$ cat config.mk
export PLATFORM = sky130hd
export DESIGN_NAME = field_serializer
export DESIGN_NICKNAME = d
export VERILOG_FILES = /design/src/rtl/field_serializer_pkg.sv /design/src/rtl/field_serializer_varint_emitter.sv /design/src/rtl/field_serializer.sv
export SDC_FILE = /design/constraint.sdc
export NUM_CORES = 1
export LEC_CHECK = 0
export ABC_AREA = 1
export BUFFER_PORTS_ARGS = -buffer_cell sky130_fd_sc_hd__clkbuf_2
export CORE_UTILIZATION = 40
export DETAILED_ROUTE_END_ITERATION = 10
export GPL_ROUTABILITY_DRIVEN = 0
export HOLD_SLACK_MARGIN = 0.1
export MAX_ROUTING_LAYER = met4
export SLEW_MARGIN = 30
export SYNTH_ARGS = -nofsm -noshare
export SYNTH_HDL_FRONTEND = slang
export SYNTH_SLANG_ARGS = --single-unit
$ cat constraint.sdc
create_clock -name clk -period 2.2 [get_ports clk]
set_input_delay 0.44 -clock clk [delete_from_list [all_inputs] [get_ports clk]]
set_output_delay 0.44 -clock clk [all_outputs]
set_load 0.005 [all_outputs]
$ cat src/rtl/field_serializer_pkg.sv
// Shared types, wire-type codes and helper functions for the protobuf field serializer.
package field_serializer_pkg;

  // Protobuf wire types handled (or recognised) by the serializer.
  localparam logic [2:0] WT_VARINT  = 3'd0;
  localparam logic [2:0] WT_FIXED64 = 3'd1;
  localparam logic [2:0] WT_LEN     = 3'd2;
  localparam logic [2:0] WT_FIXED32 = 3'd5;

  // One field descriptor as delivered by the object buffer.
  typedef struct packed {
    logic [28:0] field_id;
    logic [2:0]  wire_type;
    logic [3:0]  size_bytes;
    logic [31:0] offset;
    logic        nested;
  } table_entry_t;

  typedef enum logic [2:0] {
    ST_IDLE     = 3'd0,
    ST_TAG      = 3'd1,
    ST_MEM_REQ  = 3'd2,
    ST_MEM_WAIT = 3'd3,
    ST_VALUE    = 3'd4,
    ST_DONE     = 3'd5
  } ser_state_e;

  // Protobuf key: field number shifted over the 3-bit wire type.
  function automatic logic [63:0] make_tag(input logic [28:0] field_id, input logic [2:0] wire_type);
    return {32'd0, field_id, wire_type};
  endfunction

  // Wire types whose value is fetched from memory and emitted here.
  function automatic logic wt_has_value(input logic [2:0] wire_type);
    return (wire_type == WT_VARINT) || (wire_type == WT_FIXED64) || (wire_type == WT_FIXED32);
  endfunction

  // Keep only the bytes of the C++ scalar; never sign-extend.
  function automatic logic [63:0] mask_to_size(input logic [63:0] value, input logic [3:0] size_bytes);
    logic [63:0] masked;
    case (size_bytes)
      4'd1:    masked = {56'd0, value[7:0]};
      4'd2:    masked = {48'd0, value[15:0]};
      4'd4:    masked = {32'd0, value[31:0]};
      default: masked = value;
    endcase
    return masked;
  endfunction

endpackage

$ cat src/rtl/field_serializer_varint_emitter.sv
// Byte emitter: varint (7 bits per byte, continuation in bit 7) or fixed-width little-endian.
module field_serializer_varint_emitter (
  input  logic        clk,
  input  logic        reset_n,
  input  logic        load,
  input  logic [63:0] load_value,
  input  logic        load_fixed,
  input  logic [3:0]  load_nbytes,
  input  logic        load_final,
  input  logic        out_ready,
  output logic [7:0]  out_byte,
  output logic        out_valid,
  output logic        out_last,
  output logic        byte_done
);

  logic [63:0] val_r, val_nx_s;
  logic        fixed_r, fixed_nx_s;
  logic [3:0]  cnt_r, cnt_nx_s;
  logic        final_r, final_nx_s;
  logic        valid_nx_s;
  logic [7:0]  byte_nx_s;
  logic        last_nx_s;
  logic [7:0]  out_byte_r;
  logic        out_valid_r, out_last_r, seg_last_r;
  logic        accept_s;

  assign accept_s  = out_valid_r & out_ready;
  assign byte_done = accept_s & seg_last_r;
  assign out_byte  = out_byte_r;
  assign out_valid = out_valid_r;
  assign out_last  = out_last_r;

  // Next shift-register contents: load a new value or consume the accepted byte.
  always_comb begin
    val_nx_s   = val_r;
    fixed_nx_s = fixed_r;
    cnt_nx_s   = cnt_r;
    final_nx_s = final_r;
    valid_nx_s = out_valid_r;
    if (load) begin
      val_nx_s   = load_value;
      fixed_nx_s = load_fixed;
      cnt_nx_s   = load_nbytes;
      final_nx_s = load_final;
      valid_nx_s = 1'b1;
    end else if (accept_s) begin
      if (seg_last_r) begin
        valid_nx_s = 1'b0;
      end else begin
        if (fixed_r) begin
          val_nx_s = {8'd0, val_r[63:8]};
        end else begin
          val_nx_s = {7'd0, val_r[63:7]};
        end
        cnt_nx_s = cnt_r - 4'd1;
      end
    end else begin
      valid_nx_s = out_valid_r;
    end
  end

  // Byte output mux shared by the varint and fixed-width encodings.
  always_comb begin
    byte_nx_s = 8'd0;
    last_nx_s = 1'b0;
    if (fixed_nx_s) begin
      byte_nx_s = val_nx_s[7:0];
      last_nx_s = (cnt_nx_s <= 4'd1);
    end else begin
      byte_nx_s = {(val_nx_s[63:7] != 57'd0), val_nx_s[6:0]};
      last_nx_s = (val_nx_s[63:7] == 57'd0);
    end
  end

  // Registered byte stream; byte and flags only move on load or acceptance.
  always_ff @(posedge clk or negedge reset_n) begin
    if (!reset_n) begin
      val_r       <= 64'd0;
      fixed_r     <= 1'b0;
      cnt_r       <= 4'd0;
      final_r     <= 1'b0;
      out_valid_r <= 1'b0;
      out_byte_r  <= 8'd0;
      out_last_r  <= 1'b0;
      seg_last_r  <= 1'b0;
    end else begin
      val_r       <= val_nx_s;
      fixed_r     <= fixed_nx_s;
      cnt_r       <= cnt_nx_s;
      final_r     <= final_nx_s;
      out_valid_r <= valid_nx_s;
      if (valid_nx_s) begin
        out_byte_r <= byte_nx_s;
        seg_last_r <= last_nx_s;
        out_last_r <= last_nx_s & final_nx_s;
      end else begin
        seg_last_r <= 1'b0;
        out_last_r <= 1'b0;
      end
    end
  end

endmodule

$ cat src/rtl/field_serializer.sv
// Serializes one table entry: tag varint, memory fetch of the scalar, then its wire encoding.
module field_serializer
  import field_serializer_pkg::*;
#(
  parameter int ADDR_W = 64,
  parameter int DATA_W = 64
) (
  input  logic              clk,
  input  logic              reset_n,
  input  table_entry_t      in_entry,
  input  logic              in_entry_valid,
  input  logic [ADDR_W-1:0] cpp_base_addr,
  output logic              ser_ready,
  output logic              ser_done,
  output logic              mem_req,
  output logic [ADDR_W-1:0] mem_addr,
  input  logic              mem_gnt,
  input  logic              mem_rvalid,
  input  logic [DATA_W-1:0] mem_rdata,
  output logic [7:0]        out_byte,
  output logic              out_valid,
  input  logic              out_ready,
  output logic              out_last,
  output logic              err
);

  ser_state_e        state_r, state_nx_s;
  logic              accept_s;
  logic [2:0]        wt_r;
  logic [3:0]        size_r;
  logic [31:0]       offset_r;
  logic              nested_r;
  logic [ADDR_W-1:0] base_r;
  logic              unsupported_s;
  logic [63:0]       rdata_s;
  logic              em_load_s, em_fixed_s, em_final_s, em_done_s;
  logic [63:0]       em_value_s;
  logic [3:0]        em_nbytes_s;
  logic              ser_ready_r, ser_done_r, mem_req_r, err_r;
  logic [ADDR_W-1:0] mem_addr_r;

  assign rdata_s       = 64'(mem_rdata);
  assign unsupported_s = !nested_r && !wt_has_value(wt_r);
  assign ser_ready     = ser_ready_r;
  assign ser_done      = ser_done_r;
  assign mem_req       = mem_req_r;
  assign mem_addr      = mem_addr_r;
  assign err           = err_r;

  // Next state and emitter load commands.
  always_comb begin
    state_nx_s  = state_r;
    accept_s    = 1'b0;
    em_load_s   = 1'b0;
    em_value_s  = 64'd0;
    em_fixed_s  = 1'b0;
    em_nbytes_s = 4'd0;
    em_final_s  = 1'b0;
    case (state_r)
      ST_IDLE: begin
        if (in_entry_valid && ser_ready_r) begin
          accept_s = 1'b1;
          if (in_entry.field_id == 29'd0) begin
            state_nx_s = ST_DONE;
          end else begin
            state_nx_s = ST_TAG;
            em_load_s  = 1'b1;
            em_value_s = make_tag(in_entry.field_id, in_entry.wire_type);
            // The tag ends the entry when no value follows it.
            em_final_s = in_entry.nested || !wt_has_value(in_entry.wire_type);
          end
        end else begin
          state_nx_s = ST_IDLE;
        end
      end
      ST_TAG: begin
        if (em_done_s) begin
          if (nested_r || unsupported_s) begin
            state_nx_s = ST_DONE;
          end else begin
            state_nx_s = ST_MEM_REQ;
          end
        end else begin
          state_nx_s = ST_TAG;
        end
      end
      ST_MEM_REQ: begin
        if (mem_gnt) begin
          state_nx_s = ST_MEM_WAIT;
        end else begin
          state_nx_s = ST_MEM_REQ;
        end
      end
      ST_MEM_WAIT: begin
        if (mem_rvalid) begin
          state_nx_s = ST_VALUE;
          em_load_s  = 1'b1;
          em_final_s = 1'b1;
          case (wt_r)
            WT_FIXED64: begin
              em_value_s  = rdata_s;
              em_fixed_s  = 1'b1;
              em_nbytes_s = 4'd8;
            end
            WT_FIXED32: begin
              em_value_s  = {32'd0, rdata_s[31:0]};
              em_fixed_s  = 1'b1;
              em_nbytes_s = 4'd4;
            end
            default: begin
              em_value_s = mask_to_size(rdata_s, size_r);
            end
          endcase
        end else begin
          state_nx_s = ST_MEM_WAIT;
        end
      end
      ST_VALUE: begin
        if (em_done_s) begin
          state_nx_s = ST_DONE;
        end else begin
          state_nx_s = ST_VALUE;
        end
      end
      ST_DONE: state_nx_s = ST_IDLE;
      default: state_nx_s = ST_IDLE;
    endcase
  end

  // State register and registered control outputs decoded from the next state.
  always_ff @(posedge clk or negedge reset_n) begin
    if (!reset_n) begin
      state_r     <= ST_IDLE;
      ser_ready_r <= 1'b1;
      ser_done_r  <= 1'b0;
      mem_req_r   <= 1'b0;
      err_r       <= 1'b0;
    end else begin
      state_r     <= state_nx_s;
      ser_ready_r <= (state_nx_s == ST_IDLE);
      ser_done_r  <= (state_nx_s == ST_DONE);
      mem_req_r   <= (state_nx_s == ST_MEM_REQ);
      err_r       <= (state_r == ST_TAG) && em_done_s && unsupported_s;
    end
  end

  // Entry latch on acceptance; read address computed once and held through the request.
  always_ff @(posedge clk or negedge reset_n) begin
    if (!reset_n) begin
      wt_r       <= 3'd0;
      size_r     <= 4'd0;
      offset_r   <= 32'd0;
      nested_r   <= 1'b0;
      base_r     <= '0;
      mem_addr_r <= '0;
    end else begin
      if (accept_s) begin
        wt_r     <= in_entry.wire_type;
        size_r   <= in_entry.size_bytes;
        offset_r <= in_entry.offset;
        nested_r <= in_entry.nested;
        base_r   <= cpp_base_addr;
      end
      if ((state_nx_s == ST_MEM_REQ) && (state_r != ST_MEM_REQ)) begin
        mem_addr_r <= base_r + ADDR_W'(offset_r);
      end
    end
  end

  field_serializer_varint_emitter u_emitter (
    .clk         (clk),
    .reset_n     (reset_n),
    .load        (em_load_s),
    .load_value  (em_value_s),
    .load_fixed  (em_fixed_s),
    .load_nbytes (em_nbytes_s),
    .load_final  (em_final_s),
    .out_ready   (out_ready),
    .out_byte    (out_byte),
    .out_valid   (out_valid),
    .out_last    (out_last),
    .byte_done   (em_done_s)
  );

endmodule

== Word-level counts from Yosys, hierarchy flattened ==
Index checks and enable logic that the tools add are counted.
W data, S select, Z words.

* Add/subtract/negate cells: 2
* Order comparisons: 1
* Eq/ne operators: 14
* Muxes and demuxes: 45
* Bitwise gates (word level): 3
* Reduce and logical (&&, ||, !) cells: 22

{| class="wikitable"
|+ Operators with widths
! operator !! count
|-
| $mux W64 || 4
|-
| $pmux W64 S2 || 2
|-
| $pmux W64 S3 || 1
|-
| $add A64 B32 Y64 || 1
|-
| $mux W32 || 2
|-
| $logic_not A57 Y1 || 1
|-
| $mux W57 || 1
|-
| $reduce_bool A57 Y1 || 1
|-
| $logic_not A29 Y1 || 1
|-
| $mux W1 || 20
|-
| $mux W4 || 5
|-
| $mux W3 || 5
|-
| $pmux W3 S5 || 1
|-
| $eq A3 B3 Y1 const B || 4
|-
| $logic_not A3 Y1 || 4
|-
| $eq A3 B1 Y1 const B || 3
|-
| $eq A3 B2 Y1 const B || 3
|-
| $mux W8 || 1
|-
| $pmux W4 S2 || 1
|-
| $logic_or A1 B1 Y1 || 6
|-
| $logic_and A1 B1 Y1 || 5
|-
| $eq A4 B1 Y1 const B || 1
|-
| $eq A4 B2 Y1 const B || 1
|-
| $eq A4 B3 Y1 const B || 1
|-
| other kinds (7) || 12
|}

* Bits in registers: 256
* Input port bits: 203
* Output and inout port bits: 78
* Logic and storage cells: 106

== Logic depth before layout (Yosys ltp) ==
* Depth after elaboration: 11
* Depth in mapped cells: 20
* Depth with buffers taken out: 19

== By module ==
From an unflattened synthesis, not the netlist that was laid out.

* Cells, all modules: 2439
* Area, all modules: 16100.4 sq um

{| class="wikitable"
|+ Modules (own cells, without submodules)
! module !! times used !! cells an instance !! area an instance (sq um) !! seq. area each (sq um)
|-
| field_serializer || 1 || 1719 || 11300.8 || 4380.5
|-
| field_serializer_varint_emitter || 1 || 720 || 4799.6 || 2026.9
|}

== Least setup slack after synthesis ==
Ideal clock, no wire load.

* Kind: register -> register
* Start: register offset_r[0]
* End: register mem_addr_r[62] (netlist: mem_addr[62])
* Library setup time: 118 ps
* Arrival: 2234 ps
* Required time: 2082 ps
* Path slack: -152 ps
* Cell stages (with the launch flop): 18
* Path buffers: 0
* Period minus slack after synthesis: 2352 ps
* Cell sequence: dfrtp_1 ha_1 inv_1 fa_1 inv_1 nand3_1 nand2_1 a21oi_1 o21ai_1 nand2_1 nand2_1 a21oi_1 o21ai_1 nand2_1 nand2_1 nand3_1 nand3_1 nand2_1

* Cells in the longest elaborated chain, start to end: 1

{| class="wikitable"
|+ Ends and longest elaborated chain
! element !! RTL line !! RTL
|-
| start, declared || field_serializer.sv:31 || <nowiki>logic [31:0] offset_r;</nowiki>
|-
| start signal, assigned || field_serializer.sv:160 || <nowiki>offset_r <= in_entry.offset;</nowiki>
|-
| $add A64 B32 Y64 || field_serializer.sv:165 || <nowiki>mem_addr_r <= base_r + ADDR_W'(offset_r);</nowiki>
|-
| end signal, assigned || field_serializer.sv:165 ||
|-
| end, declared || field_serializer.sv:40 || <nowiki>logic [ADDR_W-1:0] mem_addr_r;</nowiki>
|}

No other way between the ends.
A chain may end at the register's enable or synchronous reset.

== Final worst setup path ==
* Start: register offset_r[0]
* End: register mem_addr_r[58] (netlist: mem_addr[58])

The elaborated chain is that of the path after synthesis.

==> results.txt <==
After routing the design area is 23100 um^2. The count of H-tree levels built during CTS came out at 1. The critical path in this run is classified as reg -> reg.

For the worst setup path, the data required time is 2.69 ns. The pin slew with the least headroom to its limit is between 0.7 and 0.8 ns. The proportion of register bits with asynchronous set or reset after synthesis is 100%. After detailed routing, the average wire length per cell comes to around 16 um. Synthesis handed over a netlist of 2121 instances. The relative max-transition margin came out at between 50% and 60%.

The most used routing layer in global routing is met2. The post-layout minimum cycle time came out at 2.48 ns. The fill cell total of the finished layout came out at 3145. The final wirelength came out at 53300 um. The die area came out at 38100 um^2. The met3 track utilization from global routing came out at 2.35%. The leakage power is 11.7 nW.

dfrtp_1 takes more of the synthesized area than any other cell. The fmax came out at 0.403 GHz. After the last flow step, the layout net total stands at 3011. The max capacitance violation total is 0. For this run, the slowest stage of the critical path takes 0.36 ns. In this run the mean area of a mapped cell was ~7 um^2. The post-detailed-route count of antenna-violating nets is 0.

The final HPWL from detailed placement is approximately 38000 um. The endpoint of the worst register-to-register path is mem_addr[58]$_DFFE_PN0P_. The first-pass GRT wire length came out at 82200 um.

The DRC violations left is 0. The post-synthesis instance area came out at between 10000 and 15000 um^2. The portion of total power attributed to combinational logic is 56.0%. The fraction of power consumed by sequential logic is 25.3%.

The worst register-to-register path begins at offset_r[0]$_DFFE_PN0P_. The clock transition at the registers of the reported paths came out at 0.06 ns. The initial antenna violation count is 0.

From bottom edge to top edge, the die measures 195 um. In this run the worst hold path is classified as in -> reg. The count of flip-flops with a built-in enable after synthesis came out at 0. The cell at the root of the clock tree is clkbuf_16. After synthesis, flip-flops and latches occupy 42.9% of the total area. The total setup violations reported at the end of the flow is 44. The worst reg2reg path depth is 18. The area of combinational cells with multiple inputs came out at between 8000 and 9000 um^2. The critical path contains buffers and inverters numbering 3 combined. The total internal power is 0.0192 W.

The hold-critical path depth is 3. Ranked by total cell area, the synthesized netlist is headed by dfrtp_1 (43%), nand2_1 (18%), inv_1 (6.5%), o21ai_0 (6.3%), nor2_1 (4.7%). Setup repair after global routing could not meet its margin everywhere. The finished layout holds between 3000 and 4000 standard cells, fillers aside. The core area came out at 36700 um^2. The clock network burns 18.7% of the power. The kind of launch point of the worst setup path is a flop. The maximum vdd ir drop came out at 0.796 mV. The insertion delay of the later-clocked pin in the worst-skew pair came out at roughly 0.56 ns. The count of buffers inserted at the top-level ports is 280.

The floorplan has 70 rows. The largest net degree at the start of global routing is 80. The worst reg-to-reg setup slack is -0.28 ns. The starting utilization of the core area is 40.7%. The overall fraction of global-route tracks in use came out at 27.7%. The proportion of netlist area held by the largest area contributor is 42.7%. The flip-flop and latch area came out at 6410 um^2. The number of antenna diodes in the final layout is 0. Power spread over the standard cell area amounts to 1400 nW/um^2.

The via count of the first global-routing pass is 16300. The flow ran to the end, but the final reports show violations. On the critical path, the stage with the largest delay is an instance of dfrtp_1.

On the final layout, the worst hold slack is roughly 0.11 ns. The critical-path maximum fanout came out at 3. The chip width is slightly below 200 um.

The average vias per placed instance came out at 5.01. The final core utilization is a little over three fifths. Traced cell by cell, the critical path runs through ha_2, inv_2, fa_2, inv_2, nand3_2, nand2_4, a21oi_4, o21ai_2, nand2_2, buf_6, nand2_4, nand2_4, o21bai_4, nand3_2, nand2_2, xor2_1, nand2_1, nand2_1. Counting instances in the post-synthesis netlist gives the leading cell types as nand2_1 (722), inv_1 (259), dfrtp_1 (255). Data arrives at the worst endpoint at 2.98 ns. The initial DRC count came out at 971. The final reports fail on setup timing.

The number of primary I/O pins is 281. The met2 usage is 48.8%. Of the available clock period, the critical path in the final layout requires 113%. The fraction of final layout cells sized beyond drive strength 1 is 34.0%. TritonCTS built the clock tree. During synthesis, Yosys emitted a total of 0 warnings. The total vias in the final route is between 15000 and 20000. STA classifies the critical path endpoint as a flop. The distinct cell type count after synthesis is 47. The pre-antenna-repair detailed-routing pass consisted of 7 iterations. After global routing the overflow that remains totals 0. The total nets after synthesis came out at ~2400. The worst setup margin is -0.282 ns. The power spent charging and discharging nets is 0.0132 W. Among all flip-flop cells after synthesis, the most frequent one is dfrtp_1.

The most frequent cell after synthesis is nand2_1. The number of buffers created by CTS is 30. The tree built by TritonCTS fans out to 256 sinks. The number of max-slew violations in the final report came out at 0. The switching power as a share of total power came out at 40.8%. The flip-flop and latch count after synthesis is 256. In this design, the critical path's most frequently occurring cell is nand2_4. The final worst clock skew came out at 0.0121 ns. The met1 track demand over resource is 33.5%. The kind of cell adding the most delay to the critical path is simple AND/OR/NAND/NOR gates. The setup slack after placement came out at -0.408 ns. The placed instances occupy a cell area of 19000 um^2. The count of placed standard cells including taps is between 3000 and 4000. The number of failing hold endpoints at the final stage is 0. The synthesis-to-layout area growth came out at 54.3%.

The worst hold path startpoint is cpp_base_addr[13]. The path with the worst hold slack has its endpoint at base_r[13]$_DFFE_PN0P_. No sink is reached through more buffers than the 3 on the longest clock path.
[flip-flops by register name, summed over array words and instances (netlist names), 3 cells and up]
signal,cells
mem_addr,64
u_emitter.val_r,64
base_r,64
state_r,3
offset_r,32
wt_r,3
u_emitter.cnt_r,4
size_r,4
u_emitter.out_byte,8
[power groups by stage]
stage	sequential, W	clock (W)	combinational, W
final	0.00819	0.00606	0.0181
after CTS	0.00805	0.00613	0.0161
after global placement	0.00797	0	0.0140
after global routing	0.00837	0.00630	0.0199
after floorplan	0.00766	0	0.00788
after detailed placement	0.00800	0	0.0142
[worst min-delay path, stage by stage]
cell	delay (ns)
clkbuf_2	0.08
nand2_1	0.05
nand2_1	0.06
[metrics by stage]
step | power (W) | setup TNS, ns
after floorplan | 0.0155 | -0.0682
after global placement | 0.0220 | -8.62
after detailed placement | 0.0222 | -12.60
after CTS | 0.0302 | -3.41
after global routing | 0.0346 | -11.73
final | 0.0324 | -5.85
[final cells by class]
class	count	area share (%)
timing repair inverter	1	0.0271
inverter	264	4.35
multi-input combinational	1520	37.5
timing repair buffer	701	22.6
clock buffer	40	3.81
sequential	256	27.8
clock inverter	16	1.48
tap	468	2.54
[logic make-up after synthesis]
family	after synthesis	share of synthesized area (%)
buf+inv	346	9.18
xor+xnor	41	2.40
simple gates	1099	29.9
compound gates	345	12.8
fa+ha+maj	34	2.90
flops	256	42.9
[cells in the final DEF (no fill, tap or decap), types with 38 or more instances in the layout]
cell type      netlist  layout
nand2_1            722     661
buf_4                4     293
clkbuf_2             0     279
dfrtp_1            255     254
inv_1              259     246
nor2_1             186     162
o21ai_0            187     142
nand3_1            107      81
dlygate4sd3_1        0      69
nand2_2              6      50
nor3_1              48      44
a21oi_1             73      38
o21ai_1              5      38
[routing by layer]
metal  wire, um  part of all wire, %  vias to the layer above
li1           -                    -                     8060
met1      21600                   41                     7687
met2      27400                   51                      509
met3       2460                  4.6                      119
met4       1830                  3.4                        0
met5          0                    0                        -
[timing repair]
item,CTS,global route
hold buffers,69,0
pin swaps,57,101
gates cloned,3,3
gates resized for setup,184,188
setup endpoints to repair,115,121
setup buffers,32,38
hold endpoints to repair,137,0
[how the worst max path moves through the flow]
stage / from / to / cells past startpoint
floorplan: offset_r[0]$_DFFE_PN0P_ / mem_addr[62]$_DFFE_PN0P_ / 17
global placement: in_entry[55] / u_emitter.out_last$_DFF_PN0_ / 19
detailed placement: offset_r[0]$_DFFE_PN0P_ / mem_addr[54]$_DFFE_PN0P_ / 17
CTS: base_r[0]$_DFFE_PN0P_ / mem_addr[54]$_DFFE_PN0P_ / 18
global route: offset_r[0]$_DFFE_PN0P_ / mem_addr[58]$_DFFE_PN0P_ / 18
finish: offset_r[0]$_DFFE_PN0P_ / mem_addr[58]$_DFFE_PN0P_ / 18
(Power assumes the default switching activity.)
